### config.mk
export PLATFORM = sky130hd
export DESIGN_NAME = split_eval_seq_flat
export DESIGN_NICKNAME = d
export VERILOG_FILES = /design/src/rtl/split_eval_seq_if.sv /design/src/rtl/split_eval_seq.sv /design/src/flat_wrapper.sv
export SDC_FILE = /design/constraint.sdc
export NUM_CORES = 2
export LEC_CHECK = 0
export ABC_AREA = 1
export CORE_MARGIN = 3
export CORE_UTILIZATION = 40
export CTS_CLUSTER_SIZE = 14
export DETAILED_ROUTE_END_ITERATION = 8
export PLACE_DENSITY = 0.61
export SYNTH_ARGS = -nofsm -noshare
export SYNTH_HDL_FRONTEND = slang
export SYNTH_SLANG_ARGS = --single-unit
export TNS_END_PERCENT = 1
### constraint.sdc
create_clock -name clk -period 3.6 [get_ports clk]
set_input_delay 0.72 -clock clk [delete_from_list [all_inputs] [get_ports clk]]
set_output_delay 0.72 -clock clk [all_outputs]
set_load 0.02 [all_outputs]
### src/rtl/split_eval_seq_if.sv
// ---------------------------------------------------------------------------
// split_eval_seq_if
// Bundles the configuration port, the variable-sample stream and the verdict
// handshake of split_eval_seq.
//   cfg_we/cfg_idx/cfg_en/cfg_lo/cfg_hi : constraint write (taken only in IDLE)
//   in_valid/in_ready/in_idx/in_data/in_last : one variable sample per beat
//   res_valid/res_ready/x/fail_idx/idx_err   : frame verdict, held until taken
// modport slave  : the checker side (split_eval_seq)
// modport master : the side that drives config and samples
// ---------------------------------------------------------------------------
interface split_eval_seq_if #(
    parameter int VAR_W = 8,
    parameter int IDX_W = 6
);
    logic             cfg_we;
    logic [IDX_W-1:0] cfg_idx;
    logic             cfg_en;
    logic [VAR_W-1:0] cfg_lo;
    logic [VAR_W-1:0] cfg_hi;

    logic             in_valid;
    logic             in_ready;
    logic [IDX_W-1:0] in_idx;
    logic [VAR_W-1:0] in_data;
    logic             in_last;

    logic             res_valid;
    logic             res_ready;
    logic             x;
    logic [IDX_W-1:0] fail_idx;
    logic             idx_err;

    modport slave (
        input  cfg_we, cfg_idx, cfg_en, cfg_lo, cfg_hi,
        input  in_valid, in_idx, in_data, in_last,
        input  res_ready,
        output in_ready, res_valid, x, fail_idx, idx_err
    );

    modport master (
        output cfg_we, cfg_idx, cfg_en, cfg_lo, cfg_hi,
        output in_valid, in_idx, in_data, in_last,
        output res_ready,
        input  in_ready, res_valid, x, fail_idx, idx_err
    );
endinterface

### src/rtl/split_eval_seq.sv
// ---------------------------------------------------------------------------
// split_eval_seq
// Collects one frame of indexed variable samples, then scans the stored
// values against per-variable inclusive [lo,hi] range constraints, one index
// per cycle, stopping at the first enabled constraint that is violated or
// whose variable was never sent. The verdict is held until handshaken.
// Ports:
//   clk  : clock, rising edge
//   rst  : synchronous active-high reset (config, frame and FSM)
//   bus  : split_eval_seq_if.slave (config, sample stream, verdict)
// ---------------------------------------------------------------------------
module split_eval_seq #(
    parameter int NUM_VARS = 40,
    parameter int VAR_W    = 8,
    parameter int IDX_W    = 6
) (
    input  logic             clk,
    input  logic             rst,
    split_eval_seq_if.slave  bus
);
    typedef enum logic [1:0] {IDLE, COLLECT, EVAL, RESULT} state_t;

    // One extra bit so the bound stays exact even when 2**IDX_W == NUM_VARS.
    localparam logic [IDX_W:0]   NV_EXT   = (IDX_W+1)'(NUM_VARS);
    localparam logic [IDX_W-1:0] LAST_IDX = IDX_W'(NUM_VARS - 1);

    state_t           state_q;
    logic             in_ready_q;
    logic             res_valid_q;
    logic             x_q;
    logic [IDX_W-1:0] fail_idx_q;
    logic             idx_err_q;
    logic [IDX_W-1:0] scan_q;

    logic             en_q   [NUM_VARS];
    logic [VAR_W-1:0] lo_q   [NUM_VARS];
    logic [VAR_W-1:0] hi_q   [NUM_VARS];
    logic             seen_q [NUM_VARS];
    logic [VAR_W-1:0] val_q  [NUM_VARS];

    logic accept;
    logic in_ok;
    logic cfg_take;
    logic res_take;
    logic fail_d;

    assign accept   = bus.in_valid & in_ready_q;
    assign in_ok    = ({1'b0, bus.in_idx} < NV_EXT);
    assign cfg_take = bus.cfg_we & (state_q == IDLE);
    assign res_take = (state_q == RESULT) & bus.res_ready;

    assign bus.in_ready  = in_ready_q;
    assign bus.res_valid = res_valid_q;
    assign bus.x         = x_q;
    assign bus.fail_idx  = fail_idx_q;
    assign bus.idx_err   = idx_err_q;

    // Does the index under scan violate its constraint?
    always_comb begin
        fail_d = 1'b0;
        for (int i = 0; i < NUM_VARS; i++) begin
            if (scan_q == IDX_W'(i)) begin
                fail_d = en_q[i] & (~seen_q[i] | (val_q[i] < lo_q[i]) | (val_q[i] > hi_q[i]));
            end
        end
    end

    // Sample values: no reset needed, every use is qualified by seen_q.
    // Out-of-range indices never match an entry, so they are dropped here.
    always_ff @(posedge clk) begin
        for (int i = 0; i < NUM_VARS; i++) begin
            if (accept && bus.in_idx == IDX_W'(i)) begin
                val_q[i] <= bus.in_data;
            end
        end
    end

    // Constraint table and per-frame seen flags.
    always_ff @(posedge clk) begin
        if (rst) begin
            for (int i = 0; i < NUM_VARS; i++) begin
                en_q[i]   <= 1'b0;
                lo_q[i]   <= '0;
                hi_q[i]   <= '1;
                seen_q[i] <= 1'b0;
            end
        end else begin
            for (int i = 0; i < NUM_VARS; i++) begin
                if (cfg_take && bus.cfg_idx == IDX_W'(i)) begin
                    en_q[i] <= bus.cfg_en;
                    lo_q[i] <= bus.cfg_lo;
                    hi_q[i] <= bus.cfg_hi;
                end
                if (res_take) begin
                    seen_q[i] <= 1'b0;
                end else if (accept && bus.in_idx == IDX_W'(i)) begin
                    seen_q[i] <= 1'b1;
                end
            end
        end
    end

    // Frame FSM with registered handshake and verdict outputs.
    always_ff @(posedge clk) begin
        if (rst) begin
            state_q     <= IDLE;
            in_ready_q  <= 1'b1;
            res_valid_q <= 1'b0;
            x_q         <= 1'b1;
            fail_idx_q  <= '0;
            idx_err_q   <= 1'b0;
            scan_q      <= '0;
        end else begin
            case (state_q)
                IDLE, COLLECT: begin
                    if (accept) begin
                        if (!in_ok) begin
                            idx_err_q <= 1'b1;
                        end
                        if (bus.in_last) begin
                            state_q    <= EVAL;
                            in_ready_q <= 1'b0;
                            scan_q     <= '0;
                        end else begin
                            state_q <= COLLECT;
                        end
                    end
                end
                EVAL: begin
                    if (fail_d) begin
                        state_q     <= RESULT;
                        res_valid_q <= 1'b1;
                        x_q         <= 1'b0;
                        fail_idx_q  <= scan_q;
                    end else if (scan_q == LAST_IDX) begin
                        state_q     <= RESULT;
                        res_valid_q <= 1'b1;
                        x_q         <= 1'b1;
                        fail_idx_q  <= '0;
                    end else begin
                        scan_q <= scan_q + 1'b1;
                    end
                end
                RESULT: begin
                    if (bus.res_ready) begin
                        state_q     <= IDLE;
                        res_valid_q <= 1'b0;
                        in_ready_q  <= 1'b1;
                        idx_err_q   <= 1'b0;
                    end
                end
                default: state_q <= IDLE;
            endcase
        end
    end
endmodule

### src/flat_wrapper.sv
// flat-port wrapper written by rule: the top's interface ports become plain ports
module split_eval_seq_flat 
#(
    parameter int NUM_VARS = 40,
    parameter int VAR_W    = 8,
    parameter int IDX_W    = 6
)
  (clk, rst, bus_cfg_we, bus_cfg_idx, bus_cfg_en, bus_cfg_lo, bus_cfg_hi, bus_in_valid, bus_in_idx, bus_in_data, bus_in_last, bus_res_ready, bus_in_ready, bus_res_valid, bus_x, bus_fail_idx, bus_idx_err);
  split_eval_seq_if #(.VAR_W(VAR_W), .IDX_W(IDX_W)) bus_i ();
  input  logic clk;
  input  logic rst;
  input wire logic [$bits(bus_i.cfg_we)-1:0] bus_cfg_we;
  input wire logic [$bits(bus_i.cfg_idx)-1:0] bus_cfg_idx;
  input wire logic [$bits(bus_i.cfg_en)-1:0] bus_cfg_en;
  input wire logic [$bits(bus_i.cfg_lo)-1:0] bus_cfg_lo;
  input wire logic [$bits(bus_i.cfg_hi)-1:0] bus_cfg_hi;
  input wire logic [$bits(bus_i.in_valid)-1:0] bus_in_valid;
  input wire logic [$bits(bus_i.in_idx)-1:0] bus_in_idx;
  input wire logic [$bits(bus_i.in_data)-1:0] bus_in_data;
  input wire logic [$bits(bus_i.in_last)-1:0] bus_in_last;
  input wire logic [$bits(bus_i.res_ready)-1:0] bus_res_ready;
  output wire logic [$bits(bus_i.in_ready)-1:0] bus_in_ready;
  output wire logic [$bits(bus_i.res_valid)-1:0] bus_res_valid;
  output wire logic [$bits(bus_i.x)-1:0] bus_x;
  output wire logic [$bits(bus_i.fail_idx)-1:0] bus_fail_idx;
  output wire logic [$bits(bus_i.idx_err)-1:0] bus_idx_err;
  assign bus_i.cfg_we = bus_cfg_we;
  assign bus_i.cfg_idx = bus_cfg_idx;
  assign bus_i.cfg_en = bus_cfg_en;
  assign bus_i.cfg_lo = bus_cfg_lo;
  assign bus_i.cfg_hi = bus_cfg_hi;
  assign bus_i.in_valid = bus_in_valid;
  assign bus_i.in_idx = bus_in_idx;
  assign bus_i.in_data = bus_in_data;
  assign bus_i.in_last = bus_in_last;
  assign bus_i.res_ready = bus_res_ready;
  assign bus_in_ready = bus_i.in_ready;
  assign bus_res_valid = bus_i.res_valid;
  assign bus_x = bus_i.x;
  assign bus_fail_idx = bus_i.fail_idx;
  assign bus_idx_err = bus_i.idx_err;
  split_eval_seq #(.NUM_VARS(NUM_VARS), .VAR_W(VAR_W), .IDX_W(IDX_W)) u_core (.clk(clk), .rst(rst), .bus(bus_i));
endmodule
After elaboration in Yosys (flattened, before gate mapping) --
Memories as Yosys holds them, arrays and structs flattened. Index checks and enable logic that the tools add are counted.
Operators by class: add/sub/neg operators 1, magnitude comparators 81, equal/unequal tests 127, muxes and demuxes 707, bitwise logic cells 363, reduce and logical (&&, ||, !) cells 134
Operators by type and width (count):
- 8-bit 2-to-1 mux | 119
- 1-bit 2-to-1 mux | 533
- 8-bit > comparator | 40
- 8-bit less-than comparator | 40
- 8-bit OR reduction | 39
- 6-bit by 5-bit == test with 1-bit output (second input constant) | 48
- 1-bit OR | 280
- 6-bit 2-to-1 mux | 45
- 6-bit by 4-bit == test with 1-bit output (second input constant) | 24
- 6-bit == test (second input constant) | 24
- 1-bit logical AND | 80
- 6-bit by 3-bit == test with 1-bit output (second input constant) | 12
- 1-bit AND | 43
- 1-bit NOT | 40
- 6-bit by 2-bit == test with 1-bit output (second input constant) | 6
- 6-bit by 1-bit == test with 1-bit output (second input constant) | 3
- 6-bit zero test | 3
- 6-bit one-hot mux with 2 select lines | 1
- 2-bit 2-to-1 mux | 5
- 2-bit inequality test (second input constant) | 5
- 4-bit AND reduction | 2
- 2-bit nonzero test | 4
- 6-bit by 1-bit adder with 6-bit output (second input constant) | 1
- 6-bit less-than comparator (second input constant) | 1
- other kinds (11) | 15
Word-level totals: bits in registers 18, memory bits (writable) 1040, memories kept 5
Memory list:
- u_core.hi_q | words 40, bits a word 8, read ports 40, clocked after Yosys merged registers in 0, write ports 40, RTL line split_eval_seq.sv:37 | logic [VAR_W-1:0] hi_q [NUM_VARS];
- u_core.lo_q | words 40, bits a word 8, read ports 40, clocked after Yosys merged registers in 0, write ports 40, RTL line split_eval_seq.sv:36 | logic [VAR_W-1:0] lo_q [NUM_VARS];
- u_core.val_q | words 40, bits a word 8, read ports 40, clocked after Yosys merged registers in 0, write ports 1, RTL line split_eval_seq.sv:39 | logic [VAR_W-1:0] val_q [NUM_VARS];
- u_core.en_q | words 40, bits a word 1, read ports 40, clocked after Yosys merged registers in 0, write ports 40, RTL line split_eval_seq.sv:35 | logic en_q [NUM_VARS];
- u_core.seen_q | words 40, bits a word 1, read ports 40, clocked after Yosys merged registers in 0, write ports 40, RTL line split_eval_seq.sv:38 | logic seen_q [NUM_VARS];

Depth between registers and ports, before layout --
depth in word-level cells 46, gate-level depth with buffers 58

Worst setup path after synthesis --
OpenSTA, ideal clock, no wires.
path type reg-to-reg, from memory u_core.val_q[0][7], to register u_core.scan_q[4], library setup time 0.070 ns, arrival time 3.412 ns, path slack 0.117 ns, stages on the path, launching flop included 53, path buffers 1, period minus slack after synthesis 3.483 ns, cell sequence edfxtp_1 > ha_1 > a21o_1 > nor2_1 > nand2_1 > nand2_1 > nand3_1 > nand2_1 > nand2_1 > nand2_1 > nand2_1 > nand2_1 > nand2_1 > nand2_1 > nand2_1 > nand2_1 > nand2_1 > nand2_1 > [... 17 more ...] > nand2_1 > nand2_1 > nand2_1 > nand2_1 > nand2_1 > nand2_1 > nand2_1 > nand2_1 > nand2_1 > nand2_1 > nand2_1 > nand2_1 > nand2_2 > nand2_4 > nand2_8 > buf_8 > nand3_1 > a21oi_1
RTL lines:
- from (decl) | RTL line split_eval_seq.sv:39
- to (signal assigned) | RTL line split_eval_seq.sv:141 | scan_q <= scan_q + 1'b1;
- to (decl) | RTL line split_eval_seq.sv:33 | logic [IDX_W-1:0] scan_q;

==> results.cfg <==
[die]
floorplan.initialDensity_pct = 40.5
num_rows = 131
die_h_um = 366
die-area_um2 = 134000
coreArea_um2 = 128000
io_pins = 53
die_w_um = 366

[synth]
synth_area_um2 = 52000
synth_flop_cell = edfxtp_1
avgSynthCellArea_um2 = 11.1
syn_inst = 4662
synth_edf_count = 1040
ys_types = 41
ys_seq_area_share_pct = 60.8
syn_nets = 5309
ys_ff_latch = 1058
async_flop_share_pct = 0
yosysWarnings = 0

[grt]
grt_max_degree = 44
grt.overflow.total = 0
grt_pass1_vias = 33900
antenna_found_initial = 12
track_usage_pct = 21.0
grt_pass1_wl_um = 210000

[sta]
max_slew.worst_pin.slew_ns = 1.00
slew_viol_final = 0
skew_ns = 0.0367
grt_setup_unrepaired = yes
relSlewSlack_pct = 33.4
min_period_over_period_pct = 114
period_minus_slack_ns = 4.11
finalSetupViolations = 16
holdWs_ns = 0.508
timing.fmax_mhz = 243
worst_slack_ns = -0.507
hold_viol = 0

[routing]
drc = 0
drtAntennaViolNets = 0
routed_wl_um = 143000
dr.pass1.iters = 5
drtIter0Drc = 3285
viasPerCell = 5.06
post_drt_wl_per_cell_um = 20.9
num_vias = 34600

[cts]
cts_tree = done
cts_sinks = 1058
worstSkewPairLatency_ns = 0.72
clk_pin_slew_ns = 0.06
root_buffer = clkbuf_16
htree_levels = 3
cts_post_setup_buffers_inserted = 0
ctsLongestPathBuffers = 3
hold_buffers = 0
cts_buffers = 113

[outcome]
violations = negative setup slack
status = finished with violations

[final_layout]
layout_common_cells = edfxtp_1, inv_1, nand2_1
mostFrequentLayoutCell = edfxtp_1
fin_nets = 5663
drive_gt1_share_pct = 10.6
stdcell_count = 6841
area_delta_synth_final_pct = 16.3

[setup_path]
crit_top_cell = nand2_1
critPathMaxFanout = 8
critPathBufInv = 0
crit_family = simple AND/OR/NAND/NOR gates
cp.depth = 49
startpoint_type = flip-flop
slowest_delay_ns = 0.42
arrival_ns = 4.68
critical_path.endpoint_type = flip-flop
worstPathRequired_ns = 4.17
r2r_cells = 49
slowest_stage = edfxtp_1
path_class = flip-flop to flip-flop

[worst_hold_path]
hold_class = flip-flop to flip-flop
hold_depth = 2

[power_and_ir_drop]
power.total_uw = 26700
cellLeakagePower_uw = 0.0257
power.density_nw_per_um2 = 441
ir_worst_vdd_mv = 0.378

[placement]
placed_cells = 6629
post-dp-hpwl_um = 92600
finalWeightedCongestion = 0.889
io_buffers = 52

[run]
maxCapViolations = 0
where the power goes:
| group | switching [µW] | internal [µW] | leakage, µW |
|---|---|---|---|
| Clock | 4860 | 6250 | 0.00172 |
| Sequential | 86.5 | 13800 | 0.00944 |
| Combinational | 1230 | 482 | 0.0146 |
cells by family after synthesis:
logic type	Yosys count	share of synthesized area [%]
DFF	1058	60.8
buffers and inverters	961	6.99
adders and majority gates	604	14.5
and+or+nand+nor	1494	11.3
xor gates and xnor gates	3	0.0506
AOI/OAI and AO/OA	542	6.30
layout make-up:
class	count	area, µm²
Tap cell	1729	2160
Inverter	848	3180
Sequential cell	1058	31600
Antenna cell	3	7.51
Multi-Input combinational cell	2644	17000
Timing Repair Buffer	351	3060
Clock buffer	145	3020
Clock inverter	63	470
Fill cell	11500	67900
routing by layer:
metal | track usage (%) | vias to the layer above | share of wire (%)
met2 | 33.7 | 1116 | 46
li1 | - | 16500 | -
met1 | 28.8 | 16700 | 43
met5 | 0 | - | 0.038
met3 | 4.14 | 260 | 8.0
met4 | 6.61 | 6 | 3.3
flip-flops by register name (all words and copies together), names as in the netlist:
name and cells:
u_core.bus.fail_idx 6, u_core.bus.idx_err 1, u_core.bus.in_ready 1, u_core.bus.res_valid 1, u_core.bus.x 1, u_core.en_q 40, u_core.hi_q 320, u_core.lo_q 320
u_core.scan_q 6, u_core.seen_q 40, u_core.state_q 2, u_core.val_q 320
final timing paths:
path	from	to	slack, ns
max	u_core.val_q[1][3]	u_core.scan_q[3]	-0.51
min	u_core.state_q[0]	u_core.state_q[0]	0.51
min reg2reg	u_core.state_q[0]	u_core.state_q[0]	0.51
max reg2reg	u_core.val_q[1][3]	u_core.scan_q[3]	-0.51
Yosys cell counts (all sizes together) (2+ instances only):
master | number | area, µm²
edfxtp | 1040 | 31200
inv | 836 | 3140
nand2 | 756 | 2870
nor2 | 612 | 2310
ha | 604 | 7560
a21oi | 269 | 1350
clkbuf | 103 | 387
o21ai | 69 | 345
nand3 | 60 | 305
o21a | 50 | 375
nand4 | 49 | 307
o211ai | 43 | 323
o221ai | 32 | 280
a21boi | 19 | 143
dfxtp | 18 | 360
a211oi | 17 | 128
a31oi | 15 | 93.8
clkinv | 12 | 45.0
nor3 | 12 | 60.1
o41ai | 12 | 105
a221oi | 11 | 96.3
buf | 10 | 65.1
nor3b | 3 | 22.5
a21o | 2 | 15.0
and3 | 2 | 12.5
xor2 | 2 | 17.5
through the flow:
step	cell area (µm²)	worst slack, ns	utilization, %	setup TNS, ns
2_1_floorplan	52000	0.117	-	0
4_1_cts	60400	-0.439	47.0	-6.52
6_report	60400	-0.507	47.1	-7.14
5_1_grt	60400	-1.08	47.1	-16.59
3_3_place_gp	56800	-0.573	44.2	-8.52
3_5_place_dp	56800	-0.543	44.2	-8.07
repair_timing:
item,CTS,global route
pin swaps,12,23
endpoints found under the setup margin,16,16
gates cloned,1,0
resized for setup,23,16
tightest hold or removal path: cells and delay by family, from the launching register on:
family	cells	cell delay (ns)
compound gates	1	0.06
buf+inv	1	0.07
flops	1	0.33
Power figures use the tool's default switching activity.
